`src/rtl/vga_timing_gen.sv`:
```
`timescale 1ns/1ps
// vga_timing_gen
// Parametrised VGA raster timing generator. Two free-running counters
// (h_cnt, v_cnt) walk the raster; every output is a registered decode of the
// counter value present before the enabled edge, so outputs trail the
// counters by exactly one enabled tick.
//
// Ports:
//   clk_vga       in   system clock
//   rst_vga       in   asynchronous, active-high reset
//   pix_en_vga    in   pixel strobe; nothing advances while low
//   h_out_vga     out  horizontal sync (active level H_POL)
//   v_out_vga     out  vertical sync (active level V_POL)
//   video_on      out  high in the visible region
//   horizontal_x  out  pixel column, 0 outside the visible region
//   vertical_y    out  pixel row, 0 outside the visible region
//   line_start    out  pulse at x=0 of every line
//   frame_start   out  pulse at (0,0)
//   rgb_vga       out  colour-bar test pattern (only with VGA_TEST_PATTERN_EN)
//
// Build option: define VGA_TEST_PATTERN_EN to add the 8-bar colour pattern
// output rgb_vga. Without it the port and the pattern logic are absent.

module vga_timing_gen #(
    parameter int H_VIZ   = 640,
    parameter int H_FP    = 16,
    parameter int H_PULSE = 96,
    parameter int H_BP    = 48,
    parameter int V_VIZ   = 480,
    parameter int V_FP    = 10,
    parameter int V_PULSE = 2,
    parameter int V_BP    = 33,
    parameter int H_POL   = 0,
    parameter int V_POL   = 0,
    parameter int CNT_W   = 11
) (
    input  logic             clk_vga,
    input  logic             rst_vga,
    input  logic             pix_en_vga,
    output logic             h_out_vga,
    output logic             v_out_vga,
    output logic             video_on,
    output logic [CNT_W-1:0] horizontal_x,
    output logic [CNT_W-1:0] vertical_y,
    output logic             line_start,
    output logic             frame_start
`ifdef VGA_TEST_PATTERN_EN
    ,
    output logic [11:0]      rgb_vga
`endif
);

    localparam int H_TOTAL = H_VIZ + H_FP + H_PULSE + H_BP;
    localparam int V_TOTAL = V_VIZ + V_FP + V_PULSE + V_BP;

    localparam logic [CNT_W-1:0] H_LAST  = CNT_W'(H_TOTAL - 1);
    localparam logic [CNT_W-1:0] V_LAST  = CNT_W'(V_TOTAL - 1);
    localparam logic [CNT_W-1:0] H_VIZ_C = CNT_W'(H_VIZ);
    localparam logic [CNT_W-1:0] V_VIZ_C = CNT_W'(V_VIZ);
    localparam logic [CNT_W-1:0] HS_BEG  = CNT_W'(H_VIZ + H_FP);
    localparam logic [CNT_W-1:0] HS_END  = CNT_W'(H_VIZ + H_FP + H_PULSE);
    localparam logic [CNT_W-1:0] VS_BEG  = CNT_W'(V_VIZ + V_FP);
    localparam logic [CNT_W-1:0] VS_END  = CNT_W'(V_VIZ + V_FP + V_PULSE);

    localparam logic HS_ACT = (H_POL != 0);
    localparam logic VS_ACT = (V_POL != 0);

    logic [CNT_W-1:0] h_cnt;
    logic [CNT_W-1:0] v_cnt;

    logic h_wrap;
    logic v_wrap;
    logic viz;
    logic h_sync;
    logic v_sync;

    assign h_wrap = (h_cnt == H_LAST);
    assign v_wrap = (v_cnt == V_LAST);
    assign viz    = (h_cnt < H_VIZ_C) && (v_cnt < V_VIZ_C);
    assign h_sync = (h_cnt >= HS_BEG) && (h_cnt < HS_END);
    assign v_sync = (v_cnt >= VS_BEG) && (v_cnt < VS_END);

    // Compare-and-clear keeps both counters inside [0, TOTAL-1].
    always_ff @(posedge clk_vga or posedge rst_vga) begin
        if (rst_vga) begin
            h_cnt <= '0;
            v_cnt <= '0;
        end else if (pix_en_vga) begin
            if (h_wrap) begin
                h_cnt <= '0;
                if (v_wrap) begin
                    v_cnt <= '0;
                end else begin
                    v_cnt <= v_cnt + 1'b1;
                end
            end else begin
                h_cnt <= h_cnt + 1'b1;
            end
        end
    end

    always_ff @(posedge clk_vga or posedge rst_vga) begin
        if (rst_vga) begin
            h_out_vga    <= ~HS_ACT;
            v_out_vga    <= ~VS_ACT;
            video_on     <= 1'b0;
            horizontal_x <= '0;
            vertical_y   <= '0;
            line_start   <= 1'b0;
            frame_start  <= 1'b0;
        end else if (pix_en_vga) begin
            h_out_vga    <= h_sync ? HS_ACT : ~HS_ACT;
            v_out_vga    <= v_sync ? VS_ACT : ~VS_ACT;
            video_on     <= viz;
            horizontal_x <= viz ? h_cnt : '0;
            vertical_y   <= viz ? v_cnt : '0;
            line_start   <= (h_cnt == '0);
            frame_start  <= (h_cnt == '0) && (v_cnt == '0);
        end
    end

`ifdef VGA_TEST_PATTERN_EN
    // Narrow visible widths would give a zero bar width; clamp to 1 pixel.
    localparam int               BAR_W   = (H_VIZ / 8 > 0) ? H_VIZ / 8 : 1;
    localparam logic [CNT_W-1:0] BAR_W_C = CNT_W'(BAR_W);

    logic [CNT_W-1:0] bar_idx;
    logic [11:0]      bar_rgb;

    assign bar_idx = h_cnt / BAR_W_C;

    always_comb begin
        bar_rgb = 12'h000;
        case (bar_idx[2:0])
            3'd0: bar_rgb = 12'hFFF;
            3'd1: bar_rgb = 12'hFF0;
            3'd2: bar_rgb = 12'h0FF;
            3'd3: bar_rgb = 12'h0F0;
            3'd4: bar_rgb = 12'hF0F;
            3'd5: bar_rgb = 12'hF00;
            3'd6: bar_rgb = 12'h00F;
            default: bar_rgb = 12'h000;
        endcase
        // Leftover pixels when H_VIZ is not a multiple of 8 fall in the black bar.
        if (bar_idx > CNT_W'(7)) begin
            bar_rgb = 12'h000;
        end
    end

    always_ff @(posedge clk_vga or posedge rst_vga) begin
        if (rst_vga) begin
            rgb_vga <= 12'h000;
        end else if (pix_en_vga) begin
            rgb_vga <= viz ? bar_rgb : 12'h000;
        end
    end
`endif

endmodule

```
`config.mk`:
```
export PLATFORM = sky130hd
export DESIGN_NAME = vga_timing_gen
export DESIGN_NICKNAME = d
export VERILOG_FILES = /design/src/rtl/vga_timing_gen.sv
export SDC_FILE = /design/constraint.sdc
export NUM_CORES = 1
export LEC_CHECK = 0
export ABC_CLOCK_PERIOD_IN_PS = 3850
export BUFFER_PORTS_ARGS = -buffer_cell sky130_fd_sc_hd__buf_2
export CORE_ASPECT_RATIO = 0.6
export CORE_MARGIN = 3
export CORE_UTILIZATION = 24
export DETAILED_ROUTE_END_ITERATION = 8
export GPL_TIMING_DRIVEN = 0
export HOLD_SLACK_MARGIN = 0.15
export PLACE_DENSITY = 0.37
export RECOVER_POWER = 50
export SLEW_MARGIN = 20
export SYNTH_ARGS = -nofsm -noshare
export SYNTH_HDL_FRONTEND = slang
export SYNTH_SLANG_ARGS = --single-unit
```
`constraint.sdc`:
```
create_clock -name clk_vga -period 3.85 [get_ports clk_vga]
set_input_delay 0.385 -clock clk_vga [delete_from_list [all_inputs] [get_ports clk_vga]]
set_output_delay 0.385 -clock clk_vga [all_outputs]
set_load 0.02 [all_outputs]
```
==> results of run 1 <==
layout make-up:
type	instances	area (sq um)
Inverter	11	42.5
Buffer	16	114
Fill cell	996	6520
Clock buffer	5	125
Tap cell	130	163
Multi-Input combinational cell	130	918
Timing Repair Buffer	28	126
Sequential cell	49	1230
Clock inverter	3	21.3
worst max-delay path, delay by kind of cell (launching register included):
kind	cells	cell delay [ns]
multiplexers	1	0.35
buffers and inverters	1	0.14
AND/OR/NAND/NOR	3	1.19
flip-flops	1	0.37
state kept, by name, summed over array words and instances, names as in the netlist:
name	cells
vertical_y	11
v_out_vga	1
video_on	1
line_start	1
h_cnt	11
h_out_vga	1
v_cnt	11
frame_start	1
horizontal_x	11
through the flow:
stage	area (sq um)	std cells	setup WS, ns	hold slack [ns]	total power (W)
4_1_cts	2760	372	1.67	0.211	0.00133
3_3_place_gp	2610	364	1.47	0.462	0.000876
2_1_floorplan	2300	206	1.76	0.470	0.000798
5_1_grt	2740	372	1.58	0.518	0.00139
3_5_place_dp	2610	364	1.62	0.473	0.000877
6_report	2740	372	1.68	0.488	0.00131
Yosys cell counts, drive strengths merged (7+ instances only):
cell / n
a22o: 21
clkbuf: 14
dfrtp: 47
inv: 11
nand2: 10
nand3: 10
nand4: 7
nor2: 8
nor3: 9
path summary, 6_finish.rpt:
check                         start  cells after the start             to  slack, ns
setup reg to reg           h_cnt[5]                      5       v_cnt[6]       1.68
max in group asynchronous   rst_vga                      2       h_cnt[9]       2.14
hold reg to reg            video_on                      1       video_on       0.49
min in group asynchronous   rst_vga                      2  vertical_y[3]       0.69
hold / removal             video_on                      1       video_on       0.49
setup / recovery           h_cnt[5]                      5       v_cnt[6]       1.68
routing by layer:
layer	wire [um]	vias to the layer above	part of all wire [%]	track usage [%]
met2	2180	44	35	14.8
li1	-	830	-	-
met5	0	-	0	0
met1	3570	817	58	20.2
met4	46	0	0.74	2.80
met3	397	5	6.4	3.24
layout by cell type (no fill, tap or decap), types with 7 or more instances in the layout:
cell type	count
nor3_1	9
inv_1	10
dfrtp_1	47
nand2_1	10
a22o_1	20
nor2_1	8
nand4_1	7
buf_2	17
nand3_1	10
clkbuf_1	18
kinds of logic (layout without fill, tap and decap cells):
group           count (synthesis)  in the layout
simple gates                   72             72
flops                          49             49
compound gates                 41             41
buf+inv                        27             63
xor+xnor                       10             10
fa+ha+maj                       4              4
mux                             3              3
where the power goes:
part	switching, W	total [W]	internal, W
Combinational	0.000162	0.000269	0.000107
Sequential	0.0000322	0.000596	0.000564
Clock	0.000205	0.000448	0.000242
Total	0.000400	0.00131	0.000913
==> summary.txt, run 1 <==
Clock tree
  – Setup bufs post-CTS: 0
  – Clock Sinks: 49
  – Worst skew pair latency: 0.29 ns
  – CTS max path bufs: 2
  – H-tree depth: 2
  – Clk slew on worst S/H paths: 0.07 ns
  – CTS Hold Bufs: 0
  – Num CTS Buffers: 5
  – Clock root cell: clkbuf_16
  – Cts repair resizes: 0
  – CTS tree: yes

Timing
  – Ratio of final minimum period to clock period: 56.3%
  – Final Hold Viols: 0
  – Setup-failing EPs final: 0
  – Post-Route Skew: 0.00403 ns
  – Peak Freq: 461 MHz
  – Actual slew at the worst max-slew pin: 2.26 ns
  – Worst rel slew slack: -51.2%
  – Tmin final: 2.17 ns
  – Setup_tns: 0 ns
  – RSZ-0062 raised after global routing: false
  – Max Slew Vio Count: 50

Synthesis
  – Synth top area cells: dfrtp_1 51%, a22o_1 7.6%, clkbuf_8 2.4%, dfstp_2 2.3%, ha_1 2.2%
  – XOR/XNOR share of the synthesized area: 3.80%
  – Yosys reg bits: 49
  – Combinational family with the most area after synthesis: simple AND/OR/NAND/NOR gates
  – Adder-Cell Fraction of Synth Area: 2.17%
  – Yosys cell types: 46
  – Syn avg cell area: 11.2 sq um
  – Post-synth EDFFs: 0
  – Synth warn: 0
  – Share of the yosys chip area belonging to registers: 53.3%
  – Synth Area in Compound Gates: 13.6%
  – Synthesized cell area: 2300 sq um
  – Syn_nets: 213
  – Synth Area in Simple Gates: 18.9%
  – Fraction of registers with async set/reset: 100%
  – Syn Inst Count: 206
  – Mux share of post-synthesis cell area: 1.41%
  – Most used DFF post-synth: dfrtp_1
  – Area share of the leading cell type in the synthesized netlist: 51.1%
  – Area leader, netlist: dfrtp_1

Worst setup path
  – Crit Path Class: register to register
  – Worst Path Required: 4.03 ns
  – Crit path launch type: register
  – CP Capture Type: register
  – Crit-path max cell delay: 0.53 ns
  – Crit path cell chain: buf_6 > or4b_4 > or4_4 > nor3_1 > mux2_2
  – Arrival time worst endpoint: 2.35 ns
  – CP max-delay cell: or4b_4
  – Worst Path Max Fanout: 9

Finish
  – Layout area overhead: 18.9%
  – Antenna diodes: 0
  – Nets: 248
  – Layout Utilization: 29.6%
  – Proportion of layout cells with a drive suffix above 1: 19.0%

Flow run
  – Max-cap viol count: 1

Placed design
  – Port bufs: 28
  – Detail Placement HPWL: 4380 um
  – Final RePlAce weighted congestion: 0.738

Run status
  – Failing checks: capacitance limit, slew limit
  – Status: finished with violations

Floorplan
  – Site row count: 27
  – Starting Density: 24.9%
  – Die H: 81.9 um
  – I/O pin cnt: 30
  – Die area: 10800 sq um
  – Core area: 9260 sq um
  – Die Span X: 132 um

Route
  – Via count: 1696
  – TritonRoute pass-1 iters: 4
  – Wirelength per Cell: 16.6 um
  – Starting DRC count in detailed routing: 166
  – Vias/cell: 4.56
  – Drt drc: 0
  – ANT nets after route: 0
  – DRT Wirelength: 6190 um

GRT
  – First-pass GRT wire length: 9910 um
  – GRT Util Overall: 12.2%
  – Initial antenna violation count: 0
  – Vias in the first global route: 1566
  – Total congestion overflow: 0
  – Largest net degree at the start of global routing: 50

Power
  – P_leak: 1.25 nW
  – Cell Pwr Density: 479 nW/um^2
  – Max IR drop VDD: 0.175 mV

Worst hold path
  – Worst min path class: register to register
Power figures use the tool's default switching activity.
==> run 2: changes to the inputs <==
Settings changed: ABC_CLOCK_PERIOD_IN_PS 3850 to 2180.
Clock period 3.85 ns to 2.18 ns, I/O delays scaled along.
==> run 2 against run 1 <==
  * The run now ends clean
  * Die area is the same
  * Combinational power grew 76%
  * Final area is essentially flat
  * Clock power grew 77%
  * Clock skew is essentially flat
  * First-iteration DRC count shrank 14%
  * Total power grew 77%
  * Register-to-register slack lost 1.6 ns
  * Core utilization is essentially flat
  * Sequential cell count is the same
  * Largest cell class unchanged
  * Highest routed layer unchanged
==> summary.txt, run 2 (synthesis gave the netlist of run 1 again) <==
Power
  – Int Pwr: 0.00161 W (was 0.000913 W)
  – Sequential Power Share: 45.4% (about the same)
  – P_leak: 1.20 nW (was 1.25 nW)
  – Cell Pwr Density: 847 nW/um^2 (was 479 nW/um^2)
  – NetSw: 0.000711 W (was 0.000400 W)
  – Logic pwr share: 20.4% (was 20.5%)
  – Max IR drop VDD: 0.308 mV (was 0.175 mV)
  – Power Total: 0.00232 W (was 0.00131 W)
  – Switching share of power: 30.6% (was 30.4%)
  – Clock Power Share: 34.2% (was 34.1%)

Worst setup path
  – CP max-delay cell: or4b_4 (unchanged)
  – Reg2Reg Launch Point: h_cnt[5] (unchanged)
  – CP Capture Type: register (unchanged)
  – Reg-to-Reg End: v_cnt[6] (unchanged)
  – Crit Path Class: register to register (unchanged)
  – Arrival time worst endpoint: 2.32 ns (was 2.35 ns)
  – Worst Path Max Fanout: 9 (unchanged)
  – Crit path cell chain: buf_6 > or4b_4 > or4_4 > nor3_2 > mux2_2 (was buf_6 > or4b_4 > or4_4 > nor3_1 > mux2_2)
  – Critical Path Start: h_cnt[5] (unchanged)
  – Worst Path Required: 2.36 ns (was 4.03 ns)
  – Worst reg-to-reg setup slack: 0.05 ns (was 1.68 ns)
  – Crit path launch type: register (unchanged)
  – Worst-case reg-to-reg path depth: 5 (unchanged)
  – Crit-path max cell delay: 0.54 ns (was 0.53 ns)

Route
  – Starting DRC count in detailed routing: 143 (was 166)
  – Via count: 1702 (was 1696)
  – DRT Wirelength: 6240 um (was 6190 um)
  – TritonRoute pass-1 iters: 6 (was 4)
  – Vias/cell: 4.58 (was 4.56)
  – ANT nets after route: 0 (unchanged)
  – Wirelength per Cell: 16.8 um (was 16.6 um)
  – Drt drc: 0 (unchanged)

GRT
  – Vias in the first global route: 1572 (was 1566)
  – Met3 Use GR: 3.24% (unchanged)
  – Met1 Usage GRT: 20.2% (unchanged)
  – GRT Util Overall: 12.2% (about the same)
  – Largest net degree at the start of global routing: 50 (unchanged)
  – Total congestion overflow: 0 (unchanged)
  – Met2 usage: 14.9% (was 14.8%)
  – First-pass GRT wire length: 9920 um (was 9910 um)
  – Initial antenna violation count: 0 (unchanged)
  – Busiest grt layer: met1 (unchanged)

Flow run
  – Max-cap viol count: 0 (was 1)

Timing
  – Peak Freq: 469 MHz (was 461 MHz)
  – Ratio of final minimum period to clock period: 97.9% (was 56.3%)
  – Post-Route Skew: 0.00431 ns (was 0.00403 ns)
  – Final Hold Viols: 0 (unchanged)
  – RSZ-0062 raised after global routing: false (unchanged)
  – Worst rel slew slack: 28.5% (was -51.2%)
  – Hold_ws: 0.457 ns (was 0.488 ns)
  – Max Slew Vio Count: 0 (was 50)
  – Tmin final: 2.13 ns (was 2.17 ns)
  – Actual slew at the worst max-slew pin: 1.07 ns (was 2.26 ns)
  – Setup-failing EPs final: 0 (unchanged)
  – Setup_tns: 0 ns (unchanged)

Finish
  – Fill count: 1008 (was 996)
  – Most frequent cells in the layout: 46 x dfrtp_1, 31 x clkbuf_1, 20 x a22o_1 (was 47 x dfrtp_1, 20 x a22o_1, 18 x clkbuf_1, 17 x buf_2)
  – Layout area overhead: 19.0% (was 18.9%)
  – Layout Utilization: 29.6% (about the same)
  – Proportion of layout cells with a drive suffix above 1: 14.9% (was 19.0%)
  – Most common cell after layout, fill and taps aside: dfrtp_1 (unchanged)
  – Nets: 248 (unchanged)
  – Final Cell Area: 2740 sq um (about the same)
  – Antenna diodes: 0 (unchanged)

Clock tree
  – CTS max path bufs: 2 (unchanged)
  – Num CTS Buffers: 5 (unchanged)
  – Clk slew on worst S/H paths: 0.07 ns (about the same)
  – Clock root cell: clkbuf_16 (unchanged)
  – CTS tree: yes (unchanged)
  – Clock Sinks: 49 (unchanged)
  – Worst skew pair latency: 0.29 ns (about the same)
  – H-tree depth: 2 (unchanged)
  – Setup bufs post-CTS: 0 (unchanged)

Floorplan
  – Die area: 10800 sq um (unchanged)
  – Starting Density: 24.9% (unchanged)
  – Core area: 9260 sq um (unchanged)
  – Die H: 81.9 um (unchanged)
  – Die Span X: 132 um (unchanged)
  – I/O pin cnt: 30 (unchanged)
  – Site row count: 27 (unchanged)

Placed design
  – Final RePlAce weighted congestion: 0.738 (unchanged)
  – Detail Placement HPWL: 4380 um (unchanged)
  – Port bufs: 28 (unchanged)
  – DP Area: 2610 sq um (unchanged)

Worst hold path
  – Worst min path class: primary input to register (was register to register)
  – HP Start: pix_en_vga (was video_on)
  – Hold Path End: h_cnt[4] (was video_on)
  – Hold path depth: 3 (was 1)

Run status
  – Status: completed (was finished with violations)
run 2: changes by cell type in the layout (fill, tap and decap cells not counted), moves of 2 or more:
| cell | before | now |
|---|---|---|
| buf_2 | 17 | 3 |
| clkbuf_1 | 18 | 31 |
| nor3_1 | 9 | 7 |
| nor3_2 | 0 | 2 |
run 2: critical path, delay by kind of cell, from the launching register on:
| kind | cells | cell delay, ns |
|---|---|---|
| DFF | 1 | 0.37 |
| muxes | 1 | 0.34 |
| buffers and inverters | 1 | 0.14 |
| and+or+nand+nor | 3 | 1.16 |
run 2: cell type report:
cell class	count	area (sq um)	area share [%]
sequential	49	1230	44.9
timing repair buffer	29	119	4.34
tap	130	163	5.94
multi-input combinational	130	931	34.0
inverter	11	41.3	1.51
buffer	15	110	4.02
clock inverter	3	21.3	0.776
clock buffer	5	125	4.57
run 2: how the worst max path moves through the flow:
stage / to / cells past startpoint
final: v_cnt[6] / 5
after global routing: v_cnt[6] / 5
after CTS: v_cnt[6] / 5
after detailed placement: v_cnt[6] / 5
after global placement: vertical_y[10] / 2
after floorplan: v_cnt[6] / 5
run 2: timing repair:
action                     in CTS  in global routing
setup endpoints to repair       0                  7
hold buffers                    1                  0
gates resized for setup         0                  4
hold endpoints to repair       47                  0
run 2: power groups by stage:
stage / combinational (W) / clock, W / sequential [W]
after CTS: 0.000482 / 0.000820 / 0.00105
final: 0.000473 / 0.000792 / 0.00105
after floorplan: 0.000305 / 0 / 0.00110
after detailed placement: 0.000478 / 0 / 0.00107
after global routing: 0.000527 / 0.000861 / 0.00106
after global placement: 0.000479 / 0 / 0.00107
run 2: per-stage QoR:
stage                     std cells  setup WS (ns)
after floorplan                 206         0.0945
after global placement          364        -0.0322
after detailed placement        364         0.0135
after CTS                       373        0.00169
after global routing            372        0.00958
final                           372         0.0467
run 2: per-layer routing:
layer | vias to the layer above | wire, um
li1 | 826 | -
met1 | 823 | 3600
met2 | 48 | 2180
met3 | 5 | 416
met4 | 0 | 42
met5 | - | 0
==> run 3: changes to the inputs <==
Settings changed: CELL_PAD_IN_SITES_DETAIL_PLACEMENT from default to 0, CELL_PAD_IN_SITES_GLOBAL_PLACEMENT from default to 1, PLACE_DENSITY 0.37 to 0.44.
==> run 3 against run 2 <==
  * Worst hold slack improved by 0.030 ns
  * Count of clock-buffer cells in the layout rose by 1
  * Clock power up 14%
  * Register-to-register slack is essentially flat
  * Global-route usage hardly changed
  * Core utilization increased by 0.16 points
  * Critical path type unchanged
  * Via count increased by 1.0%
  * Largest power group unchanged
  * Sequential share of layout area fell by 0.20 points
  * First-iteration DRC count is 25% lower
  * Sequential cell count did not move
  * Maximum frequency up 0.45%
==> summary.txt, run 3 (synthesis gave the netlist of run 1 again) <==
Power
  – P_leak: 1.21 nW (was 1.20 nW)
  – Power Total: 0.00242 W (was 0.00232 W)
  – Cell Pwr Density: 878 nW/um^2 (was 847 nW/um^2)
  – Max IR drop VDD: 0.300 mV (was 0.308 mV)

Finish
  – Nets: 248 (unchanged)
  – Fill count: 1011 (was 1008)
  – Layout Utilization: 29.8% (was 29.6%)
  – Layout area overhead: 19.6% (was 19.0%)
  – Non-Filler Instances: 372 (unchanged)
  – Antenna diodes: 0 (unchanged)
  – Most common cell after layout, fill and taps aside: dfrtp_1 (unchanged)
  – Proportion of layout cells with a drive suffix above 1: 14.0% (was 14.9%)
  – Most frequent cells in the layout: 45 x dfrtp_1, 32 x clkbuf_1, 20 x a22o_1 (was 46 x dfrtp_1, 31 x clkbuf_1, 20 x a22o_1)

Placed design
  – Setup WS pre-CTS: 0.00741 ns (was 0.0135 ns)
  – Final RePlAce weighted congestion: 0.705 (was 0.738)
  – Port bufs: 28 (unchanged)
  – Dpl cells: 364 (unchanged)
  – Detail Placement HPWL: 4410 um (was 4380 um)

Worst setup path
  – Crit Path Class: register to register (unchanged)
  – Delay-heaviest family, CP: simple AND/OR/NAND/NOR gates (unchanged)
  – Crit path launch type: register (unchanged)
  – Worst-case reg-to-reg path depth: 5 (unchanged)
  – Reg2Reg Launch Point: h_cnt[5] (unchanged)
  – Arrival time worst endpoint: 2.30 ns (was 2.32 ns)
  – Worst Path Required: 2.36 ns (about the same)
  – Crit path cell chain: buf_6 > or4b_4 > or4_4 > nor3_2 > mux2_2 (unchanged)
  – Reg-to-Reg End: v_cnt[6] (unchanged)
  – Worst Path Max Fanout: 9 (unchanged)
  – Crit-path max cell delay: 0.54 ns (about the same)
  – Worst reg-to-reg setup slack: 0.06 ns (was 0.05 ns)
  – CP max-delay cell: or4b_4 (unchanged)
  – CP Capture Type: register (unchanged)
  – Buf/Inv on CP: 1 (unchanged)

GRT
  – Initial antenna violation count: 0 (unchanged)
  – First-pass GRT wire length: 10000 um (was 9920 um)
  – GRT Util Overall: 12.2% (about the same)
  – Largest net degree at the start of global routing: 50 (unchanged)
  – Vias in the first global route: 1700 (was 1572)
  – Total congestion overflow: 0 (unchanged)

Floorplan
  – Starting Density: 24.9% (unchanged)
  – I/O pin cnt: 30 (unchanged)
  – Die area: 10800 sq um (unchanged)
  – Core area: 9260 sq um (unchanged)
  – Die H: 81.9 um (unchanged)
  – Die Span X: 132 um (unchanged)
  – Site row count: 27 (unchanged)

Timing
  – Actual slew at the worst max-slew pin: 1.08 ns (was 1.07 ns)
  – Peak Freq: 471 MHz (was 469 MHz)
  – Setup-failing EPs final: 0 (unchanged)
  – Final setup margin: 0.0564 ns (was 0.0467 ns)
  – Ratio of final minimum period to clock period: 97.4% (was 97.9%)
  – Post-Route Skew: 0.00786 ns (was 0.00431 ns)
  – Tmin final: 2.12 ns (was 2.13 ns)
  – Hold_ws: 0.487 ns (was 0.457 ns)
  – Final Hold Viols: 0 (unchanged)
  – Max Slew Vio Count: 0 (unchanged)
  – Worst rel slew slack: 27.9% (was 28.5%)
  – RSZ-0062 raised after global routing: false (unchanged)

Route
  – Vias/cell: 4.62 (was 4.58)
  – DRT Wirelength: 6280 um (was 6240 um)
  – Drt drc: 0 (unchanged)
  – Wirelength per Cell: 16.9 um (was 16.8 um)
  – Met3 routed WL: 334 um (was 416 um)
  – TritonRoute pass-1 iters: 4 (was 6)
  – DR top layer: met4 (unchanged)
  – Starting DRC count in detailed routing: 107 (was 143)
  – ANT nets after route: 0 (unchanged)
  – Met2 WL: 2270 um (was 2180 um)
  – M1 WL: 3660 um (was 3600 um)
  – Via count: 1719 (was 1702)

Clock tree
  – Clock root cell: clkbuf_16 (unchanged)
  – CTS max path bufs: 2 (unchanged)
  – H-tree depth: 2 (unchanged)
  – Worst skew pair latency: 0.29 ns (about the same)
  – Clk slew on worst S/H paths: 0.07 ns (about the same)
  – Setup bufs post-CTS: 0 (unchanged)
  – CTS tree: yes (unchanged)
  – Num CTS Buffers: 5 (unchanged)
  – Clock Sinks: 49 (unchanged)

Worst hold path
  – Hold path depth: 1 (was 3)
  – HP Start: video_on (was pix_en_vga)
  – Worst min path class: register to register (was primary input to register)
  – Hold Path End: video_on (was h_cnt[4])

Run status
  – Status: completed (unchanged)

Flow run
  – Max-cap viol count: 0 (unchanged)
## run 3: cell types whose count changed in the layout (fill, tap and decap cells not counted), sizes merged
cell      change
bufinv        +1
clkbuf        +1
clkinvlp      -1
inv           -1
## run 3: repair_timing
| action | 4_1_cts | 5_1_grt |
|---|---|---|
| gates resized for setup | 0 | 3 |
| hold buffers | 1 | 0 |
| setup endpoints to repair | 0 | 3 |
| hold endpoints to repair | 47 | 0 |
## run 3: where the power goes
group	switching, W	leakage [nW]	total (W)	internal [W]
logic	0.000278	0.496	0.000462	0.000184
clock network	0.000356	0.0810	0.000901	0.000545
registers	0.0000598	0.636	0.00106	0.000997
## run 3: worst max-delay path by stage
| stage | start | endpoint | slack [ns] | cells past startpoint |
|---|---|---|---|---|
| after global routing | h_cnt[5] | v_cnt[6] | 0.0009 | 5 |
| final | h_cnt[5] | v_cnt[6] | 0.06 | 5 |
| after global placement | rst_vga | v_cnt[3] | -0.04 | 2 |
| after detailed placement | h_cnt[5] | v_cnt[6] | 0.007 | 5 |
| after floorplan | h_cnt[5] | v_cnt[6] | 0.09 | 5 |
| after CTS | h_cnt[5] | v_cnt[6] | 0.006 | 5 |
## run 3: worst reg2reg max path, delay by kind of cell, from the launching register on
kind / cells / cell delay (ns)
mux: 1 / 0.34
buf+inv: 1 / 0.13
simple gates: 3 / 1.17
flops: 1 / 0.37
## run 3: final cells by class
class                   count  area [sq um]  area share [%]
repair buffers             29           119            4.31
clock buffers               6           129            4.68
flip-flops and latches     49          1230            44.7
clock inverters             2          38.8            1.41
plain buffers              15           110            4.00
well taps                 130           163            5.90
inverters                  11          41.3            1.50
multi-input cells         130           923            33.5
## run 3: per-layer routing
metal,up-vias,track usage [%]
met5,-,0
met1,862,19.8
met2,36,15.5
met3,2,3.61
met4,0,1.87
li1,819,-
## run 3: through the flow
step | TNS, ns | cell area (sq um)
floorplan | 0 | 2300
global placement | -1.52 | 2610
detailed placement | 0 | 2610
CTS | 0 | 2790
global route | 0 | 2760
finish | 0 | 2760
